<file path="src/rtl/prbs_pkg.sv">
// Shared definitions for the 32-bit PRBS generator/checker pair.
// Polynomial taps, lock-up pattern, default seed, FSM states and the
// feedback function used by both ends of the link.
package prbs_pkg;

    localparam int unsigned PRBS_W      = 32;

    // Feedback taps: new bit = ~(S[31] ^ S[21] ^ S[1] ^ S[0])
    localparam int unsigned PRBS_TAP_A  = 31;
    localparam int unsigned PRBS_TAP_B  = 21;
    localparam int unsigned PRBS_TAP_C  = 1;
    localparam int unsigned PRBS_TAP_D  = 0;

    // XNOR feedback locks up in the all-ones state
    localparam logic [PRBS_W-1:0] PRBS_LOCKUP = '1;
    localparam logic [PRBS_W-1:0] PRBS_SEED   = 32'hBDCA2C92;

    typedef enum logic [1:0] {
        ST_SEED   = 2'd0,
        ST_VERIFY = 2'd1,
        ST_LOCKED = 2'd2
    } prbs_state_e;

    function automatic logic prbs_fb(input logic [PRBS_W-1:0] s);
        return ~(s[PRBS_TAP_A] ^ s[PRBS_TAP_B] ^ s[PRBS_TAP_C] ^ s[PRBS_TAP_D]);
    endfunction

endpackage

</file>
<file path="src/rtl/prbs32_ref_lfsr.sv">
// Local reference LFSR for the PRBS checker.
// shift_in_i loads the received bit into S[0] (seeding); advance_i shifts the
// LFSR's own predicted bit in (free-running prediction). exp_o is the bit the
// LFSR predicts for the next received bit; lockup_o flags that shifting bit_i
// in would leave the register in the all-ones lock-up state.
module prbs32_ref_lfsr
    import prbs_pkg::*;
(
    input  logic clk,
    input  logic rst,
    input  logic shift_in_i,
    input  logic advance_i,
    input  logic bit_i,
    output logic exp_o,
    output logic lockup_o
);

    logic [PRBS_W-1:0] s_q;
    logic [PRBS_W-1:0] s_d;
    logic              fb;

    // Next register value: seed from the line, or run on the prediction
    always_comb begin
        fb  = prbs_fb(s_q);
        s_d = s_q;
        if (shift_in_i) begin
            s_d = {s_q[PRBS_W-2:0], bit_i};
        end else if (advance_i) begin
            s_d = {s_q[PRBS_W-2:0], fb};
        end
    end

    // LFSR register with synchronous reset to zero
    always_ff @(posedge clk) begin
        if (rst) begin
            s_q <= '0;
        end else begin
            s_q <= s_d;
        end
    end

    assign exp_o    = fb;
    assign lockup_o = ({s_q[PRBS_W-2:0], bit_i} == PRBS_LOCKUP);

endmodule

</file>
<file path="config.mk">
export PLATFORM = sky130hd
export DESIGN_NAME = prbs32_ref_lfsr
export DESIGN_NICKNAME = d
export VERILOG_FILES = /design/src/rtl/prbs_pkg.sv /design/src/rtl/prbs32_ref_lfsr.sv
export SDC_FILE = /design/constraint.sdc
export NUM_CORES = 1
export LEC_CHECK = 0
export CORE_UTILIZATION = 60
export CTS_BUF_LIST = sky130_fd_sc_hd__clkbuf_8
export CTS_CLUSTER_DIAMETER = 60
export DETAILED_ROUTE_END_ITERATION = 16
export PLACE_DENSITY = 0.8
export SKIP_LAST_GASP = 1
export SYNTH_ARGS = -nofsm -noshare
export SYNTH_HDL_FRONTEND = slang
export SYNTH_SLANG_ARGS = --single-unit
</file>
<file path="constraint.sdc">
create_clock -name clk -period 1.67 [get_ports clk]
set_clock_uncertainty 0.1 [all_clocks]
set_input_delay 0.334 -clock clk [delete_from_list [all_inputs] [get_ports clk]]
set_output_delay 0.334 -clock clk [all_outputs]
set_load 0.02 [all_outputs]
</file>
======== After elaboration in Yosys (flattened, before gate mapping) ========
Cells that the tools add are included.
operators by class
  equal/unequal tests ..................... 1
  muxes and demuxes ....................... 2
  bitwise operators ....................... 4
  reductions and logical operators ........ 1
operators with widths
  operator                               count
  2-to-1 mux 32 bit                      2
  == test 32 bit, second input constant  1
  bitwise XOR 1 bit                      3
  nonzero test 2 bit                     1
  NOT 1 bit                              1
storage, ports and cells
  flip-flop bits (word level) ............. 32
  output and inout port bits .............. 2
  logic and storage cells ................. 9

======== Longest topological paths before layout ========
  word-level depth ........................ 6
  depth in mapped cells ................... 5

======== Least setup slack after synthesis ========
OpenSTA, ideal clock, no wires.
  path type ............................... register -> output
  from .................................... register s_q[15]
  to ...................................... output lockup_o
  data arrival time ....................... 1.222 ns
  required time ........................... 1.236 ns
  setup slack ............................. 0.014 ns
  stages on the path, launching flop included .. 4
  path buffers ............................ 0
  cells stage by stage .................... dfxtp_1 -> nand4_1 -> or4_1 -> nor2_1
on the way
  cells in the longest elaborated chain, start to end .. 1
RTL lines
  item                    line                   RTL
  start, declared         prbs32_ref_lfsr.sv:18  logic [PRBS_W-1:0] s_q;
  start signal, assigned  prbs32_ref_lfsr.sv:36  s_q <= '0;
  start signal, assigned  prbs32_ref_lfsr.sv:38  s_q <= s_d;
  == test 32 bit          prbs32_ref_lfsr.sv:43  assign lockup_o = ({s_q[PRBS_W-2:0], bit_i} == PRBS_LOCKUP);
  end, declared           prbs32_ref_lfsr.sv:15  output logic lockup_o
Every way passes these cells.

======== Worst setup path after layout ========
  from .................................... register s_q[6]
  to ...................................... output lockup_o
The elaborated chain is that of the path after synthesis.

==> impl_metrics.csv <==
group,metric,value,unit
placement,portBuffers,6,
yosys,synth_adder_area_share,0,
yosys,synth_top_family_by_area,"simple AND/OR/NAND/NOR gates",
min_path,hp-start,"s_q[10]",
worst_setup_path,cp_max_fo,2,
outcome,violations,"negative setup slack",
yosys,synth_cells,157,
placement,place_inst,205,
finish,n_antenna_cell,0,
yosys,synth_compound_area_frac,0.138,
floorplan,dieWidth,47.0,um
yosys,synthTopCellsByCount,"nand2_1 (63), dfxtp_1 (32), a21oi_1 (31)",
finish,largest_reg_flops,32,
sta,setup_violations,2,
detailed_routing,vias_per_cell,6.76,
sta,fin_hold_ws,0.401,ns
sta,slew_viol_final,0,
detailed_routing,drt_pre_antenna_iters,6,
detailed_routing,wirelength,5200,um
worst_setup_path,cp.required,1.24,ns
yosys,synth-simple-area-share,0.273,
yosys,yosysWarnings,0,
sta,max_freq,478,MHz
sta,max_slew_margin,0.773,
worst_setup_path,setup.worst_path.start,"s_q[6]",
global_routing,grt_pass1_wl,5610,um
clock_network,cts_tree,"done",
floorplan,placementRows,15,
yosys,synth_top_area_cell,"dfxtp_1",
pwr,p_seq_frac,0.464,
detailed_routing,first_iter_violations,143,
pwr,p_total,1670,uW
clock_network,cts_sinks,32,
floorplan,core-area,1820,um^2
sta,rsz0062_at_grt,"true",
finish,drive_above_1_share,0.361,
yosys,synth-edff-count,0,
finish,multi_input_area,587,um^2
clock_network,numCtsBuffers,5,
clock_network,clkTransAtPathRegs,0.08,ns
detailed_routing,ant_nets,0,
yosys,ys.flop_type,"dfxtp_1",
clock_network,clk_latency,0.29,ns
yosys,synthMuxAreaShare,0,
floorplan,dieArea,2210,um^2
floorplan,design.portCount,7,
placement,post-place-ws,-0.930,ns
finish,area_growth,43.0,%
finish,seq_area,666,um^2
pwr,peakVddDrop,1080,uV
sta,worst_slew_pin_slew,0.341,ns
floorplan,die_h,47.0,um
yosys,async_flop_share,0,
placement,place_congestion,0.736,
finish,nNetsFinal,198,
sta,finalCritPeriodShare,1.25,
yosys,syn_nets,162,
worst_setup_path,start_kind,"register",
global_routing,antenna_found_initial,0,
yosys,seq_area_frac_synth,0.526,
global_routing,grt_use_total,0.387,
yosys,synth_top_area_frac,0.526,
floorplan,start_util,0.669,
detailed_routing,via_count,1481,
yosys,avgSynthCellArea,7.75,um^2
yosys,synth_xor_area_frac,0.0216,
clock_network,clockBufferDepth,2,
pwr,switching_share,0.242,
sta,fin_ws,-0.422,ns
min_path,hold_class,"reg2reg",
job,drv_cap,0,
yosys,yosysMostFrequentCell,"nand2_1",
outcome,status,"complete, but fails checks",
pwr,power_frac_comb,0.074,
pwr,p_leak,0.000642,uW
placement,post-dp-hpwl,1770,um
worst_setup_path,cp-end-kind,"output port",
pwr,power_frac_clock,0.462,
pwr,switching_power,402,uW
global_routing,grt_max_degree,34,
pwr,p_int,1260,uW
global_routing,grt.overflow.total,0,
finish,fillCellCount,47,
clock_network,hold_buffers,0,
finish,top_regs,"s_q: 32 flops",
clock_network,root_buffer,"clkbuf_8",
yosys,ys_top_cells_by_area,"dfxtp_1 (53%), nand2_1 (19%), a21oi_1 (13%), nand4_1 (4.1%), buf_2 (2.5%)",
worst_setup_path,cp_data_arrival_time,1.66,ns
yosys,synth.ff_latch_count,32,
sta,fin_setup_tns,-0.482,ns
finish,regMostFlops,"s_q",
detailed_routing,avgRoutedWirePerCell,23.7,um
sta,hold_viol_final,0,
pwr,p_per_area,957,nW/um^2
worst_setup_path,critPathKind,"reg2out",
global_routing,grt_pass1_vias,1230,
sta,period_needed,2.09,ns
clock_network,h-tree-depth,2,
yosys,yosysUniqueCellTypes,15,
finish,fin_cells,219,
worst_setup_path,worstReg2RegStart,"s_q[0]",
yosys,netlist_area,1220,um^2
detailed_routing,drc,0,
cells in the final DEF (no fill, tap or decap), types with 2 or more instances in the layout:
master           instances
or4_4                    2
dfxtp_2                 20
nand2_1                 63
xnor2_4                  2
buf_4                   31
dfxtp_1                 12
clkbuf_8                 5
nand4_1                  8
buf_6                    3
clkdlybuf4s50_1          3
buf_12                   2
a21oi_1                 31
stage by stage:
stage          area [um^2]   util
2_1_floorplan         1220      -
3_3_place_gp          1490  0.821
3_5_place_dp          1490  0.821
4_1_cts               1650  0.909
5_1_grt               1740  0.956
6_report              1740  0.956
area by class of cell:
| type | count | share of cell area |
|---|---|---|
| clock buffers | 5 | 0.0395 |
| multi-input cells | 114 | 0.337 |
| flip-flops and latches | 32 | 0.382 |
| repair buffers | 40 | 0.198 |
| clock inverters | 3 | 0.0244 |
| well taps | 25 | 0.0180 |
final timing paths:
kind	end	slack [ns]	cells past startpoint
hold reg to reg	s_q[10]	0.40	2
setup / recovery	lockup_o	-0.42	4
setup reg to reg	s_q[0]	0.27	4
hold / removal	s_q[10]	0.40	2
cell families after synthesis:
| group | count (synthesis) |
|---|---|
| AND/OR/NAND/NOR | 78 |
| AO/OA/AOI/OAI | 33 |
| buffers and inverters | 11 |
| flip-flops | 32 |
| XOR/XNOR | 3 |
timing repair:
item,in CTS,in global routing
setup buffers,3,5
resized for setup,22,21
pin swaps,6,8
endpoints found under the setup margin,2,2
routing by layer:
| metal | vias up | track usage | part of all wire |
|---|---|---|---|
| li1 | 592 | - | - |
| met1 | 682 | 0.384 | 0.33 |
| met2 | 142 | 0.681 | 0.45 |
| met3 | 65 | 0.108 | 0.11 |
| met4 | 0 | 0.291 | 0.11 |
| met5 | - | 0 | 0 |
worst max-delay path, cell delays in order (launching register included):
cell and delay, ns:
dfxtp_2 0.37, nand4_1 0.17, or4_4 0.61, nor2_4 0.11, buf_6 0.12
power groups by stage:
stage / Combinational, uW / Sequential, uW / Clock, uW
after floorplan: 52.5 / 789 / 0
after global placement: 95.5 / 788 / 0
after detailed placement: 97.6 / 788 / 0
after CTS: 102 / 771 / 734
after global routing: 127 / 772 / 778
final: 124 / 772 / 769
Note: power is estimated with default switching activity, not from simulation.
==> variant 1: new RTL, same flow settings <==
The package constant `PRBS_W` goes from 32 to 48.
--- a/src/rtl/prbs_pkg.sv
+++ b/src/rtl/prbs_pkg.sv
@@ -3,7 +3,7 @@
 // feedback function used by both ends of the link.
 package prbs_pkg;
 
-    localparam int unsigned PRBS_W      = 32;
+    localparam int unsigned PRBS_W      = 48;
 
     // Feedback taps: new bit = ~(S[31] ^ S[21] ^ S[1] ^ S[0])
     localparam int unsigned PRBS_TAP_A  = 31;
Formal check against the unedited RTL: same outputs for any inputs over 10 cycles, from zero or initial values and one cycle with rst high; that may be too few to reach the edited logic, so the function may still have changed.
==> variant 1 against the original RTL <==
  * The flow finishes with violations (DRC, setup timing)
  * Final area rose by 40%
  * Global-route usage shrank 6.7 points
  * Synthesized area increased by 53%
  * Total power grew 36%
  * Sequential cell count is 15 higher
  * Via count increased by 21%
  * Worst setup slack gained 0.12 ns
  * Routed wire length increased by 0.37%
==> variant 1: results (changes against the original RTL) <==
Setup path
  • Worst Path Arrival: 1.54 ns (-0.12 ns)
  • CP max stage cell: nor4_4
  • Slowest Stage Delay on Critical Path: 0.38 ns (-0.23 ns)

Pwr
  • Leak pwr: 0.887 nW (+38%)
  • Maximum VDD drop: 0.000818 V (-24%)

Global routing
  • Largest net degree at the start of global routing: 49 (+44%)
  • Number of global-route vias before repair: 1767 (+44%)
  • First-pass GRT wire length: 7.88 mm (+40%)
  • Tot GR Track Use: 31.9% (-6.7 points)

Yosys
  • Seq/Total Area, Yosys: 50.7% (-1.9 points)
  • Synthesis-stage register bit count: 47 (+47%)
  • Top cells by count, synth: nand2_1, dfxtp_1, a21oi_1, nand4_1, a21oi_2

Detailed routing
  • Via density per instance: 5.98 (-12%)
  • First-pass DRT Iterations: 11 (+5)
  • Wirelength per Cell: 17.3 um (-27%)
  • Drc violations: 1 (+1)
  • Initial DRC count: 163 (+14%)

CTS
  • Clock Latency Late Sink: 0.31 ns (+0.02 ns)

Status
  • Outcome: finished with violations
  • Failing checks: DRC, setup timing

Worst hold path
  • HP Class: primary input to flip-flop

Final layout
  • Layout fillers: 132 (+180%)
  • Share of cells above drive strength 1: 35.2% (-0.90 points)
  • Largest regs: s_q (47)

Timing
  • Worst setup margin: -0.306 ns (+0.116 ns)
  • Final number of setup-violating endpoints: 2 (unchanged)
  • Setup TNS: -0.422 ns (+0.0602 ns)

Place
  • Final GP Congestion: 0.800 (+8.8%)
  • HPWL Detailed: 2.64 mm (+48%)
[variant 1: cell types whose count changed in the layout (fill, tap and decap cells not counted), sizes merged, moves of 2 or more]
| cell | unedited run | this run |
|---|---|---|
| nor4 | 0 | 3 |
| or4 | 2 | 0 |
| dfxtp | 32 | 47 |
| buf | 36 | 48 |
| nand4 | 8 | 12 |
| nand2 | 63 | 93 |
| a21oi | 31 | 46 |
[variant 1: tightest hold or removal path: stages]
cell,delay [ns]
buf_2,0.11
buf_12,0.23
a21oi_2,0.04
[variant 1: power breakdown]
| part | internal [mW] | switching, mW |
|---|---|---|
| Sequential | 1.12 | 0.00272 |
| Combinational | 0.0658 | 0.0885 |
| Clock | 0.592 | 0.383 |
[variant 1: cell families after synthesis]
group,synth area share [%]
buf+inv,6.20
flops,50.7
xor+xnor,1.42
compound gates,15.1
simple gates,26.6
[variant 1: cell type report]
cell class              count  area (um^2)  share of cell area [%]
well taps                  31         38.8                    1.59
clock inverters             3         63.8                    2.62
repair buffers             51          440                    18.1
multi-input cells         164          861                    35.3
clock buffers               5         68.8                    2.82
flip-flops and latches     47          965                    39.6
[variant 1: repair_timing]
item	CTS	global route
cloned	0	0
gates resized for setup	31	9
hold endpoints to repair	0	0
setup buffers	1	2
endpoints found under the setup margin	2	2
pin swaps	5	7
[variant 1: metrics by stage]
stage               setup slack, ns  hold WS, ns  util [%]  area, um^2
detailed placement           -0.887        0.355      77.1        2200
floorplan                     0.254        0.332         -        1860
CTS                          -0.191        0.350      84.1        2400
global placement             -0.848        0.350      77.1        2200
finish                       -0.306        0.354      85.4        2440
global route                 -0.366        0.375      85.4        2440
[variant 1: per-layer routing]
metal,vias up,global-route usage (%),wire (um)
met5,-,0,0
met2,86,54.7,2560
li1,833,-,-
met4,0,16.7,267
met3,33,9.82,313
met1,847,35.7,2080
[variant 1: worst paths after layout]
| kind | start | endpoint | slack, ns | cells past startpoint |
|---|---|---|---|---|
| setup / recovery | s_q[28] | lockup_o | -0.31 | 4 |
| hold reg to reg | s_q[46] | s_q[46] | 0.36 | 2 |
| hold / removal | rst | s_q[23] | 0.35 | 3 |
| setup reg to reg | s_q[21] | s_q[0] | 0.12 | 7 |
==> variant 2: new RTL, config.mk and constraints unchanged <==
Without the edit above. Register the inputs `shift_in_i`, `advance_i` and `bit_i` before use, without a reset. The logic sees them one clock later.
--- a/src/rtl/prbs32_ref_lfsr.sv
+++ b/src/rtl/prbs32_ref_lfsr.sv
@@ -15,6 +15,16 @@
     output logic lockup_o
 );
 
+    logic shift_in_q;
+    logic advance_q;
+    logic bit_q;
+
+    always_ff @(posedge clk) begin
+        shift_in_q <= shift_in_i;
+        advance_q  <= advance_i;
+        bit_q      <= bit_i;
+    end
+
     logic [PRBS_W-1:0] s_q;
     logic [PRBS_W-1:0] s_d;
     logic              fb;
@@ -23,9 +33,9 @@
     always_comb begin
         fb  = prbs_fb(s_q);
         s_d = s_q;
-        if (shift_in_i) begin
-            s_d = {s_q[PRBS_W-2:0], bit_i};
-        end else if (advance_i) begin
+        if (shift_in_q) begin
+            s_d = {s_q[PRBS_W-2:0], bit_q};
+        end else if (advance_q) begin
             s_d = {s_q[PRBS_W-2:0], fb};
         end
     end
@@ -40,7 +50,7 @@
     end
 
     assign exp_o    = fb;
-    assign lockup_o = ({s_q[PRBS_W-2:0], bit_i} == PRBS_LOCKUP);
+    assign lockup_o = ({s_q[PRBS_W-2:0], bit_q} == PRBS_LOCKUP);
 
 endmodule
 
Behaviour: not the same (Yosys sat finds a counterexample within 4 cycles, from zero or initial values and one cycle with rst high).
==> variant 2 against the original RTL <==
  * Synthesized area rose by 4.9%
  * Sequential power increased by 11%
  * The run still ends with setup timing left
  * Sequential cell count rose by 3
  * Highest routed layer unchanged
  * Total power decreased by 10%
  * Worst setup slack gained 0.11 ns
  * Routed wire length decreased by 41%
  * Critical endpoint unchanged
  * Critical path depth is the same
  * Largest power group unchanged
  * Critical path type unchanged
  * Largest cell class unchanged
  * Final area fell by 2.9%
==> variant 2: results (changes against the original RTL) <==
Timing
  • Relative slew margins: 79.2% (+2.0 points)
  • Final number of setup-violating endpoints: 1 (-1)
  • Worst setup margin: -0.310 ns (+0.112 ns)
  • Setup TNS: -0.310 ns (+0.172 ns)

CTS
  • Clock transition at path regs: 0.06 ns (-0.02 ns)
  • Clock root cell: clkbuf_8
  • CTS H-tree depth: 2 (unchanged)
  • Clock Latency Late Sink: 0.28 ns
  • Clk buf depth: 2 (unchanged)
  • TritonCTS Buffers: 5 (unchanged)

Detailed routing
  • Initial DRC count: 28 (-80%)
  • Post-detailed-route count of antenna-violating nets: 0 (unchanged)
  • Via count: 1209 (-18%)
  • Wirelength per Cell: 13.9 um (-42%)
  • First-pass DRT Iterations: 4 (-2)

Global routing
  • Number of global-route vias before repair: 1050 (-15%)
  • Initial antenna violation count: 0 (unchanged)
  • Grt met2 use: 49.6% (-18 points)
  • Tot GR Track Use: 28.6% (-10 points)
  • M3 GR Usage: 10.0% (-0.77 points)
  • Met1 Usage GRT: 31.1% (-7.3 points)
  • Largest net degree at the start of global routing: 32 (-5.9%)
  • First-pass GRT wire length: 4.33 mm (-23%)

Final layout
  • Layout fillers: 119 (+150%)
  • Fin cells: 221 (+0.91%)
  • Number of diodes: 0 (unchanged)
  • Largest register FFs: 32 (unchanged)
  • Most flops, register: s_q
  • Share of cells above drive strength 1: 29.4% (-6.7 points)
  • Layout Nets: 200 (+1.0%)

Yosys
  • Net Count, Synth: 165 (+1.9%)
  • Synth Instances: 160 (+1.9%)
  • Top cells by count, synth: nand2_1, dfxtp_1, a21oi_1, nand4_1, buf_2
  • FFs w/ async S/R, synth: 0% (unchanged)
  • Distinct cells, synth: 15 (unchanged)
  • Top post-synthesis cells by area: dfxtp_1, nand2_1, a21oi_1
  • Synth warn: 0 (unchanged)
  • Seq/Total Area, Yosys: 54.8% (+2.2 points)

Place
  • DP Worst Slack: -0.484 ns (+0.447 ns)
  • Port bufs: 6 (unchanged)
  • Placement Cell Area: 0.00154 mm^2 (+3.0%)
  • # placed instances: 211 (+2.9%)
  • HPWL Detailed: 1.88 mm (+5.7%)
  • Final GP Congestion: 0.729 (-0.87%)

Status
  • Failing checks: setup timing
  • Outcome: finished with violations

Pwr
  • Maximum VDD drop: 0.000860 V (-20%)
  • Leak pwr: 0.628 nW (-2.2%)

Setup path
  • CP max stage cell: or4_1
  • Slowest Stage Delay on Critical Path: 0.54 ns (-0.07 ns)
  • Max FO, Critical Path: 2 (unchanged)
  • Worst Path Arrival: 1.55 ns (-0.11 ns)

Worst hold path
  • HP Class: flip-flop to flip-flop
==> variant 2: path summary, 6_finish.rpt <==
path,start,to,slack (ns),depth (start not counted)
max,s_q[4],lockup_o,-0.31,4
min,s_q[26],s_q[27],0.37,2
max reg2reg,shift_in_q,s_q[28],0.40,4
min reg2reg,s_q[26],s_q[27],0.37,2
==> variant 2: power breakdown <==
part	switching [mW]	total [mW]	internal, mW
Sequential	0.00888	0.854	0.845
Clock	0.267	0.538	0.271
Combinational	0.0562	0.0988	0.0426
Total	0.332	1.49	1.16
==> variant 2: routing by layer <==
metal / part of all wire, % / wire length [um]
met1: 42 / 1270
met2: 52 / 1590
met3: 4.3 / 132
met4: 2.2 / 68
met5: 0 / 0
==> variant 2: layout make-up <==
| class | instances | area [um^2] | share of cell area [%] |
|---|---|---|---|
| clock buffers | 5 | 68.8 | 4.07 |
| clock inverters | 1 | 3.75 | 0.222 |
| multi-input cells | 114 | 553 | 32.7 |
| flip-flops and latches | 35 | 719 | 42.6 |
| well taps | 27 | 33.8 | 2.00 |
| repair buffers | 39 | 310 | 18.4 |
==> variant 2: cells by family (layout without fill, tap and decap cells) <==
family / Yosys count / count (layout) / synth area share [%]
buffers and inverters: 11 / 45 / 3.92
AO/OA/AOI/OAI: 33 / 33 / 13.1
flip-flops: 35 / 35 / 54.8
AND/OR/NAND/NOR: 78 / 78 / 26.1
XOR/XNOR: 3 / 3 / 2.06
==> variant 2: critical path: cells and delay by family, from the launching register on <==
kind | cells | cell delay (ns)
and+or+nand+nor | 3 | 0.77
DFF | 1 | 0.34
buffers and inverters | 1 | 0.15
==> variant 2: repair_timing <==
action | CTS | global route
endpoints found under the setup margin | 2 | 2
gates resized for setup | 22 | 9
pin swaps | 3 | 3
setup buffers | 3 | 1
